==> config.mk <==
export PLATFORM = sky130hd
export DESIGN_NAME = iquant_scan
export DESIGN_NICKNAME = d
export VERILOG_FILES = /design/src/rtl/mpeg2_pkg.sv /design/src/rtl/scan_rom.sv /design/src/rtl/iquant_scan.sv
export SDC_FILE = /design/constraint.sdc
export NUM_CORES = 1
export LEC_CHECK = 0
export BUFFER_PORTS_ARGS = -buffer_cell sky130_fd_sc_hd__buf_2
export CAP_MARGIN = 10
export CORE_ASPECT_RATIO = 0.9
export CORE_MARGIN = 3
export CORE_UTILIZATION = 70
export DETAILED_ROUTE_END_ITERATION = 12
export MAX_ROUTING_LAYER = met4
export PLACE_DENSITY = 0.89
export SETUP_SLACK_MARGIN = 0.05
export SLEW_MARGIN = 20
export SYNTH_ARGS = -nofsm -noshare
export SYNTH_HDL_FRONTEND = slang
export SYNTH_SLANG_ARGS = --single-unit
==> constraint.sdc <==
create_clock -name clk -period 39.2 [get_ports clk]
set_input_delay 3.92 -clock clk [delete_from_list [all_inputs] [get_ports clk]]
set_output_delay 3.92 -clock clk [all_outputs]
set_load 0.005 [all_outputs]
==> src/rtl/mpeg2_pkg.sv <==
// rtl/mpeg2_pkg.sv - MPEG-2 scan tables, saturation limits and iquant_scan state encoding
package mpeg2_pkg;

    // Scan position -> raster index (row*8 + column)
    localparam int ZIGZAG [64] = '{
         0,  1,  8, 16,  9,  2,  3, 10, 17, 24, 32, 25, 18, 11,  4,  5,
        12, 19, 26, 33, 40, 48, 41, 34, 27, 20, 13,  6,  7, 14, 21, 28,
        35, 42, 49, 56, 57, 50, 43, 36, 29, 22, 15, 23, 30, 37, 44, 51,
        58, 59, 52, 45, 38, 31, 39, 46, 53, 60, 61, 54, 47, 55, 62, 63
    };

    localparam int ALT_SCAN [64] = '{
         0,  8, 16, 24,  1,  9,  2, 10, 17, 25, 32, 40, 48, 56, 57, 49,
        41, 33, 26, 18,  3, 11,  4, 12, 19, 27, 34, 42, 50, 58, 35, 43,
        51, 59, 20, 28,  5, 13,  6, 14, 21, 29, 36, 44, 52, 60, 37, 45,
        53, 61, 22, 30,  7, 15, 23, 31, 38, 46, 54, 62, 39, 47, 55, 63
    };

    localparam int SAT_MIN = -2048;
    localparam int SAT_MAX = 2047;
    localparam int SAT_W   = 12;

    typedef enum logic [2:0] {
        ST_IDLE,
        ST_CLEAR,
        ST_RUN,
        ST_DRAIN,
        ST_MISMATCH,
        ST_DONE
    } state_e;

endpackage

==> src/rtl/scan_rom.sv <==
// rtl/scan_rom.sv - combinational inverse scan: scan position to raster index
module scan_rom
    import mpeg2_pkg::*;
(
    input  logic [5:0] pos,
    input  logic       alt,
    output logic [5:0] raster
);

    assign raster = alt ? 6'(ALT_SCAN[pos]) : 6'(ZIGZAG[pos]);

endmodule

==> src/rtl/iquant_scan.sv <==
// rtl/iquant_scan.sv - token inverse scan, inverse quantisation, saturation and mismatch control into block RAM
module iquant_scan
    import mpeg2_pkg::*;
#(
    parameter int LEVEL_W = 12,
    parameter int DATA_W  = 16
) (
    input  logic                      clk,
    input  logic                      reset,
    input  logic                      en,
    output logic                      rdy,
    input  logic                      intra,
    input  logic                      alt_scan,
    input  logic [6:0]                qscale,
    input  logic [3:0]                dc_mult,
    input  logic                      coef_valid,
    output logic                      coef_ready,
    input  logic [5:0]                coef_run,
    input  logic signed [LEVEL_W-1:0] coef_level,
    input  logic                      coef_eob,
    output logic [5:0]                qm_addr,
    input  logic [7:0]                qm_q,
    output logic [5:0]                addr,
    output logic                      wren,
    output logic [DATA_W-1:0]         data,
    output logic                      done,
    output logic                      err
);

    state_e state, state_n;

    logic [5:0]  clr_cnt;
    logic        intra_r, alt_r;
    logic [6:0]  qscale_r;
    logic [3:0]  dc_r;
    logic [6:0]  pos;
    logic        first;
    logic        parity;
    logic [DATA_W-1:0] val63;

    logic                      p_valid, p_dc;
    logic [5:0]                p_addr;
    logic signed [LEVEL_W-1:0] p_level;

    logic        accept, tok, pos_ok;
    logic [7:0]  pos_sum;
    logic [6:0]  pos_next;
    logic [5:0]  raster;

    logic signed [31:0] lvl_ext, k_val, prod, quot, dc_prod, f_full;
    logic signed [SAT_W-1:0] f_sat;
    logic [DATA_W-1:0]  data_w;

    assign accept = coef_valid && (state == ST_RUN);
    assign tok    = accept && !coef_eob;

    // Positions stick at 127 once past the block so later tokens stay out of range
    assign pos_sum  = {1'b0, pos} + {2'b00, coef_run} + 8'd1;
    assign pos_next = first ? {1'b0, coef_run} : ((pos_sum > 8'd127) ? 7'd127 : pos_sum[6:0]);
    assign pos_ok   = (pos_next < 7'd64);

    scan_rom u_scan (
        .pos    (pos_next[5:0]),
        .alt    (alt_r),
        .raster (raster)
    );

    assign qm_addr = (tok && pos_ok) ? raster : 6'd0;

    // Second stage: W arrives from the ROM one cycle after the address was issued
    always_comb begin
        lvl_ext = {{(32-LEVEL_W){p_level[LEVEL_W-1]}}, p_level};
        k_val   = 32'sd0;
        if (!intra_r) begin
            if (lvl_ext > 0)
                k_val = 32'sd1;
            else if (lvl_ext < 0)
                k_val = -32'sd1;
        end
        prod    = ((lvl_ext <<< 1) + k_val) * $signed({24'd0, qm_q}) * $signed({25'd0, qscale_r});
        quot    = (prod + (prod[31] ? 32'sd31 : 32'sd0)) >>> 5;
        dc_prod = lvl_ext * $signed({28'd0, dc_r});
        f_full  = p_dc ? dc_prod : quot;
        if (f_full > SAT_MAX)
            f_sat = SAT_W'(SAT_MAX);
        else if (f_full < SAT_MIN)
            f_sat = SAT_W'(SAT_MIN);
        else
            f_sat = f_full[SAT_W-1:0];
        data_w = {{(DATA_W-SAT_W){f_sat[SAT_W-1]}}, f_sat};
    end

    always_comb begin
        state_n    = state;
        rdy        = 1'b0;
        coef_ready = 1'b0;
        wren       = 1'b0;
        addr       = 6'd0;
        data       = '0;
        done       = 1'b0;
        case (state)
            ST_IDLE: begin
                rdy = 1'b1;
                if (en)
                    state_n = ST_CLEAR;
            end
            ST_CLEAR: begin
                wren = 1'b1;
                addr = clr_cnt;
                if (clr_cnt == 6'd63)
                    state_n = ST_RUN;
            end
            ST_RUN: begin
                coef_ready = 1'b1;
                if (p_valid) begin
                    wren = 1'b1;
                    addr = p_addr;
                    data = data_w;
                end
                if (accept && coef_eob)
                    state_n = ST_DRAIN;
            end
            ST_DRAIN: begin
                state_n = ST_MISMATCH;
            end
            ST_MISMATCH: begin
                // Even coefficient sum: toggle the LSB of the last coefficient
                if (!parity) begin
                    wren = 1'b1;
                    addr = 6'd63;
                    data = val63 ^ {{(DATA_W-1){1'b0}}, 1'b1};
                end
                state_n = ST_DONE;
            end
            ST_DONE: begin
                done    = 1'b1;
                state_n = ST_IDLE;
            end
            default: state_n = ST_IDLE;
        endcase
    end

    always_ff @(posedge clk) begin
        if (reset) begin
            state    <= ST_IDLE;
            clr_cnt  <= 6'd0;
            intra_r  <= 1'b0;
            alt_r    <= 1'b0;
            qscale_r <= 7'd0;
            dc_r     <= 4'd0;
            pos      <= 7'd0;
            first    <= 1'b1;
            parity   <= 1'b0;
            val63    <= '0;
            err      <= 1'b0;
            p_valid  <= 1'b0;
            p_dc     <= 1'b0;
            p_addr   <= 6'd0;
            p_level  <= '0;
        end else begin
            state   <= state_n;
            p_valid <= 1'b0;
            case (state)
                ST_IDLE: begin
                    if (en) begin
                        intra_r  <= intra;
                        alt_r    <= alt_scan;
                        qscale_r <= qscale;
                        dc_r     <= dc_mult;
                        clr_cnt  <= 6'd0;
                        pos      <= 7'd0;
                        first    <= 1'b1;
                        parity   <= 1'b0;
                        val63    <= '0;
                        err      <= 1'b0;
                    end
                end
                ST_CLEAR: begin
                    clr_cnt <= clr_cnt + 6'd1;
                end
                ST_RUN: begin
                    if (tok) begin
                        first <= 1'b0;
                        pos   <= pos_next;
                        if (pos_ok) begin
                            p_valid <= 1'b1;
                            p_addr  <= raster;
                            p_level <= coef_level;
                            p_dc    <= intra_r && (pos_next == 7'd0);
                        end else begin
                            err <= 1'b1;
                        end
                    end
                    if (p_valid) begin
                        parity <= parity ^ f_sat[0];
                        if (p_addr == 6'd63)
                            val63 <= data_w;
                    end
                end
                default: ;
            endcase
        end
    end

endmodule

### Word-level counts from Yosys, hierarchy flattened

Memories as Yosys holds them, arrays and structs flattened.
Cells that the tools add are included.

| word-level totals | value |
|---|---|
| bits in registers | 68 |
| memory bits (read-only) | 4096 |
| input port bits | 44 |
| output and inout port bits | 33 |
| logic and storage cells | 120 |
| memories kept | 2 |

Memory list:

| name | words | bits a word | rd ports | clocked after Yosys merged registers in | wr ports | RTL line | source |
|---|---|---|---|---|---|---|---|
| (name not given) | 64 | 32 | 1 | 0 | 0 | scan_rom.sv:10 | `assign raster = alt ? 6'(ALT_SCAN[pos]) : 6'(ZIGZAG[pos]);` |
| (name not given) | 64 | 32 | 1 | 0 | 0 | scan_rom.sv:10 |  |

| operators by class | value |
|---|---|
| add/subtract/negate cells | 5 |
| $mul | 3 |
| $lt $le $gt $ge | 7 |
| eq/ne operators | 14 |
| muxes and demuxes | 50 |
| bitwise operators | 5 |
| reductions and logical operators | 19 |

Operators by type and width:

| cell | number |
|---|---|
| 32-bit 2-to-1 mux | 4 |
| 16-bit 2-to-1 mux | 5 |
| 16-bit case mux with 2 select lines | 2 |
| 6-bit 2-to-1 mux | 9 |
| 13-bit by 32-bit adder with 32-bit output | 1 |
| 32-bit by 6-bit adder with 32-bit output | 1 |
| 32-bit by 12-bit greater-than comparator with 1-bit output, second input constant | 1 |
| 32-bit by 12-bit < comparator with 1-bit output, second input constant | 1 |
| 32-bit by 8-bit multiplier with 32-bit output | 1 |
| 32-bit by 9-bit multiplier with 32-bit output | 1 |
| 7-bit 2-to-1 mux | 4 |
| 12-bit 2-to-1 mux | 2 |
| 6-bit case mux with 3 select lines | 1 |
| 12-bit by 5-bit multiplier with 17-bit output | 1 |
| 3-bit case mux with 5 select lines | 1 |
| 7-bit case mux with 2 select lines | 1 |
| 6-bit equality test, second input constant | 2 |
| 12-bit by 1-bit greater-than comparator with 1-bit output, second input constant | 1 |
| 12-bit by 1-bit < comparator with 1-bit output, second input constant | 1 |
| 1-bit 2-to-1 mux | 12 |
| 6-bit case mux with 2 select lines | 1 |
| 3-bit AND reduction | 4 |
| 2-bit != test, second input constant | 5 |
| 3-bit 2-to-1 mux | 3 |
| 24 further kinds | 38 |

### Logic depth before layout (Yosys ltp)

| depth | value |
|---|---|
| word-level depth | 16 |
| mapped depth | 69 |
| mapped depth without buffers | 66 |

### By module

From an unflattened synthesis, not the netlist that was laid out.

| unflattened totals | value |
|---|---|
| cells, all modules | 2684 |
| area, all modules | 21350.5 um^2 |

Modules (own cells, without submodules):

| module | times used | cells each | area each (um^2) | sequential area each (um^2) |
|---|---|---|---|---|
| iquant_scan | 1 | 2531 | 20280.7 | 1281.2 |
| scan_rom | 1 | 153 | 1069.8 | 0.0 |

### Worst setup path before layout

Ideal clock, no wire load.

| timing | value |
|---|---|
| kind | input to output |
| from | input port qm_q[0] |
| to | output port data[5] |
| arrival | 15.642 ns |
| required time | 35.280 ns |
| path slack | 19.638 ns |
| stages on the path | 52 |
| path buffers | 4 |
| cell sequence | clkbuf_1 clkbuf_1 and2_1 fa_1 inv_1 fa_1 fa_1 inv_1 fa_1 ha_1 a21o_1 a21o_1 a221o_1 a21oi_4 o21bai_1 a21oi_1 nor2b_1 o21a_1 (+16 left out) o22ai_1 a41o_1 or3_1 o21ai_0 xnor3_1 xor3_1 inv_1 ha_1 and4_1 or4_1 buf_2 and4b_4 or2_0 o41a_1 o41ai_4 nand2_2 clkbuf_1 o21ai_0 |

| between the ends | value |
|---|---|
| word-level cells in the longest chain between the ends | 10 |
| elaborated cells on any way between the ends | 11 |
| classes of those cells | 1 x add/sub; 2 x mul; 2 x order compare; 6 x mux |

Ends and longest elaborated chain:

| element | RTL line | source |
|---|---|---|
| start, declared | iquant_scan.sv:22 | `input logic [7:0] qm_q,` |
| 32-bit by 9-bit multiplier with 32-bit output * | iquant_scan.sv:80 | `prod = ((lvl_ext <<< 1) + k_val) * $signed({24'd0, qm_q}) * $signed({25'd0, qscale_r});` |
| 32-bit by 8-bit multiplier with 32-bit output * | iquant_scan.sv:80 |  |
| 5-bit 2-to-1 mux | iquant_scan.sv:81 | `quot = (prod + (prod[31] ? 32'sd31 : 32'sd0)) >>> 5;` |
| 32-bit by 6-bit adder with 32-bit output * | iquant_scan.sv:81 |  |
| 32-bit 2-to-1 mux * | iquant_scan.sv:83 | `f_full = p_dc ? dc_prod : quot;` |
| 32-bit by 12-bit < comparator with 1-bit output | iquant_scan.sv:86 | `else if (f_full < SAT_MIN)` |
| 12-bit 2-to-1 mux | iquant_scan.sv:86 |  |
| 12-bit 2-to-1 mux * | iquant_scan.sv:84 | `if (f_full > SAT_MAX)` |
| 16-bit 2-to-1 mux * | iquant_scan.sv:115 | `if (p_valid) begin` |
| 16-bit case mux with 2 select lines * | iquant_scan.sv:101 | `case (state)` |
| end, declared | iquant_scan.sv:25 | `output logic [DATA_W-1:0] data,` |

Every way passes the cells marked *; elsewhere a longest branch is shown, timed or not.

### Worst setup path after layout

| timing | value |
|---|---|
| from | input port qm_q[1] |
| to | output port data[1] |

The elaborated chain is that of the path after synthesis.

==> impl_metrics.toml <==
[status]
outcome = "completed"

[critical_path]
crit_top_cell = "fa_1"
worstPathMaxFanout = 34
worst_setup_path_end_kind = "primary output"
critPathMaxStageDelay_ns = 0.74
critPathBufInv = 8
cpLargestDelayFamily = "adder cells"
crit_type = "in -> out"
cp.required_ns = 35.28
cpMaxStageDelayCell = "a2111oi_0"
critical_path_arrival_ns = 17.07
startpoint_type = "primary input"

[timing]
worstMarginPinSlew_ns = 1.13
final.min_clock_period_ns = 20.99
rsz0062_at_grt = "no"
report.final.hold_viol_count = 0
hold_ws_ns = 0.463
slew_viol_final = 0
slew_headroom = 0.238
fmax_ghz = 0.0476
period_share = 0.536
finalSetupViolations = 0
fin_skew_ns = 0.00997
setup-tns-final_ns = 0

[synth]
yosysWarnings = 0
seq_area_frac_synth = 0.0610
synth-edff-count = 0
netlist_area_um2 = 21000
postSynth.asyncResetShare = 0
synth-seq-cells = 64
synth_area_per_cell_um2 = 7.86
synth_top_flop_cell = "dfxtp_1"
synthCells = 2672
syn_nets = 3220
synth_cell_types = 89

[die]
die_h_um = 170
die_w_um = 189
dieArea_um2 = 32100
rows = 59
initial_utilization = 0.719
core_area_um2 = 29200
ios = 77

[placement]
gp_congestion = 0.974
placed_area_um2 = 21600
port_buffers = 76
place_hpwl_um = 42900
place_inst = 3037

[finish]
synthToLayoutAreaGrowth_pct = 4.17
final_area_um2 = 21900
nets = 3200
fin_cells = 3053
antenna_cells = 0
drive_above_1_share = 0.0542

[global_route]
grt_max_degree = 56
antenna_found_initial = 0
grt_overflow = 0
grt_pass1_wl_um = 90200
first_global_vias = 18600
grt_use_total = 0.350

[detailed_routing]
routed-via-count = 18500
drtPass1Iterations = 6
wirelength_um = 53600
drt_iter0_drc = 1601
drc = 0
postRouteAntennaNets = 0
wl_per_cell_um = 17.6
avgViaCountPerCell = 6.04

[clock_tree]
clockBufferDepth = 2
htreeDepth = 3
tritoncts = "built"
path_clk_slew_ns = 0.06
cts_hold_buf = 0
cts_resized = 0
cts-buffers-inserted = 9
clockRootBuffer = "clkbuf_16"
clkLatencyLatePin_ns = 0.34
cts_sinks = 64
cts_setup_buffers = 0

[power_and_ir_drop]
power_leakage_nw = 10.8
power.density_nw_per_um2 = 9.24
total_power_mw = 0.202
peakVddDrop_mv = 0.0250

[worst_hold_path]
min_path_type = "reg -> reg"

[run]
drv_cap = 0
==> worst paths after layout <==
kind                                   from  endpoint  slack (ns)  cells after the start
worst max register to register  p_level[11]    parity       22.21                     61
worst max-delay path                qm_q[1]   data[1]       18.21                     51
worst min-delay path               val63[7]  val63[7]        0.46                      2
worst min register to register     val63[7]  val63[7]        0.46                      2
==> final cells by class <==
class	instances	area, um^2
Timing Repair Buffer	95	523
Clock buffer	10	239
Sequential cell	64	1280
Multi-Input combinational cell	2028	17600
Fill cell	2227	7340
Clock inverter	6	90.1
Inverter	454	1700
Tap cell	396	495
==> cell usage after synthesis, types with 6 or more instances <==
cell / instances / area [um^2]
ha_1: 190 / 2380
nor2_1: 99 / 372
nand4_1: 12 / 75.1
a211oi_1: 18 / 135
a211o_1: 9 / 78.8
a21oi_1: 134 / 671
xor2_1: 38 / 333
or2_2: 7 / 43.8
o211ai_1: 21 / 158
o22a_1: 6 / 52.6
nor2b_1: 29 / 181
or3_1: 8 / 50.1
and3_1: 25 / 156
o31ai_1: 7 / 52.6
dfxtp_1: 64 / 1280
o22ai_1: 11 / 68.8
o21ai_0: 98 / 490
nand2_1: 365 / 1370
a31oi_1: 22 / 138
o21a_1: 8 / 60.1
a21o_1: 28 / 210
and2_1: 267 / 1670
nand2b_1: 19 / 119
xnor2_1: 81 / 709
a22oi_1: 12 / 90.1
clkbuf_1: 115 / 432
mux2i_1: 9 / 90.1
a221o_1: 9 / 90.1
a311oi_1: 7 / 61.3
inv_1: 453 / 1700
nor4_1: 6 / 37.5
fa_1: 314 / 6290
nand3_1: 43 / 215
nor3_1: 30 / 150
==> registers in the layout, summed over array words and instances, names as in the netlist, 3 cells and up <==
name / count
clr_cnt: 6
dc_r: 4
p_addr: 6
p_level: 12
pos: 7
qscale_r: 7
state: 3
val63: 12
==> report_power, final <==
part           switching (mW)  total (mW)  internal (mW)
clock network          0.0324      0.0901         0.0577
logic                  0.0292      0.0425         0.0134
registers             0.00344      0.0696         0.0662
total                  0.0650       0.202          0.137
==> cell families (layout without fill, tap and decap cells) <==
group	Yosys count	count (layout)	share of synthesized area
mux	10	10	0.00482
buf+inv	580	565	0.105
xor+xnor	123	123	0.0539
simple gates	931	931	0.220
fa+ha+maj	506	506	0.413
flops	64	64	0.0610
compound gates	458	458	0.143
==> through the flow <==
| stage | utilization | setup WS (ns) |
|---|---|---|
| final | 0.749 | 18.21 |
| after global routing | 0.749 | 17.06 |
| after CTS | 0.749 | 18.41 |
| after detailed placement | 0.737 | 18.47 |
| after global placement | 0.737 | 18.73 |
| after floorplan | - | 19.64 |
==> layer usage <==
| layer | part of all wire | vias to the layer above | GRT usage |
|---|---|---|---|
| li1 | - | 8500 | - |
| met1 | 0.42 | 9033 | 0.472 |
| met2 | 0.48 | 817 | 0.571 |
| met3 | 0.074 | 104 | 0.0348 |
| met4 | 0.025 | 0 | 0.0929 |
| met5 | 0 | - | - |
==> placed cells by master (no fill, tap or decap), types with 9 or more instances in the layout <==
master,n
and2_1,267
buf_4,19
a21oi_1,134
o21ai_0,98
nor3_1,28
nand2b_1,19
a211oi_1,18
fa_1,314
a211o_1,9
dfxtp_1,64
nor2b_1,27
a21o_1,28
inv_1,453
o211ai_1,21
a22oi_1,12
xor2_1,38
buf_2,76
a221o_1,9
mux2i_1,9
and3_1,25
ha_1,190
nand3_1,43
o22ai_1,10
nor2_1,99
clkbuf_16,9
a31oi_1,22
nand2_1,365
nand4_1,12
xnor2_1,81
==> worst reg2reg max path: cells and delay by family (launching register included) <==
kind,cells,cell delay (ns)
fa+ha+maj,13,5.92
buf+inv,7,0.91
compound gates,21,3.83
simple gates,17,4.05
xor+xnor,3,1.35
flops,1,0.85
Power figures use the tool's default switching activity.
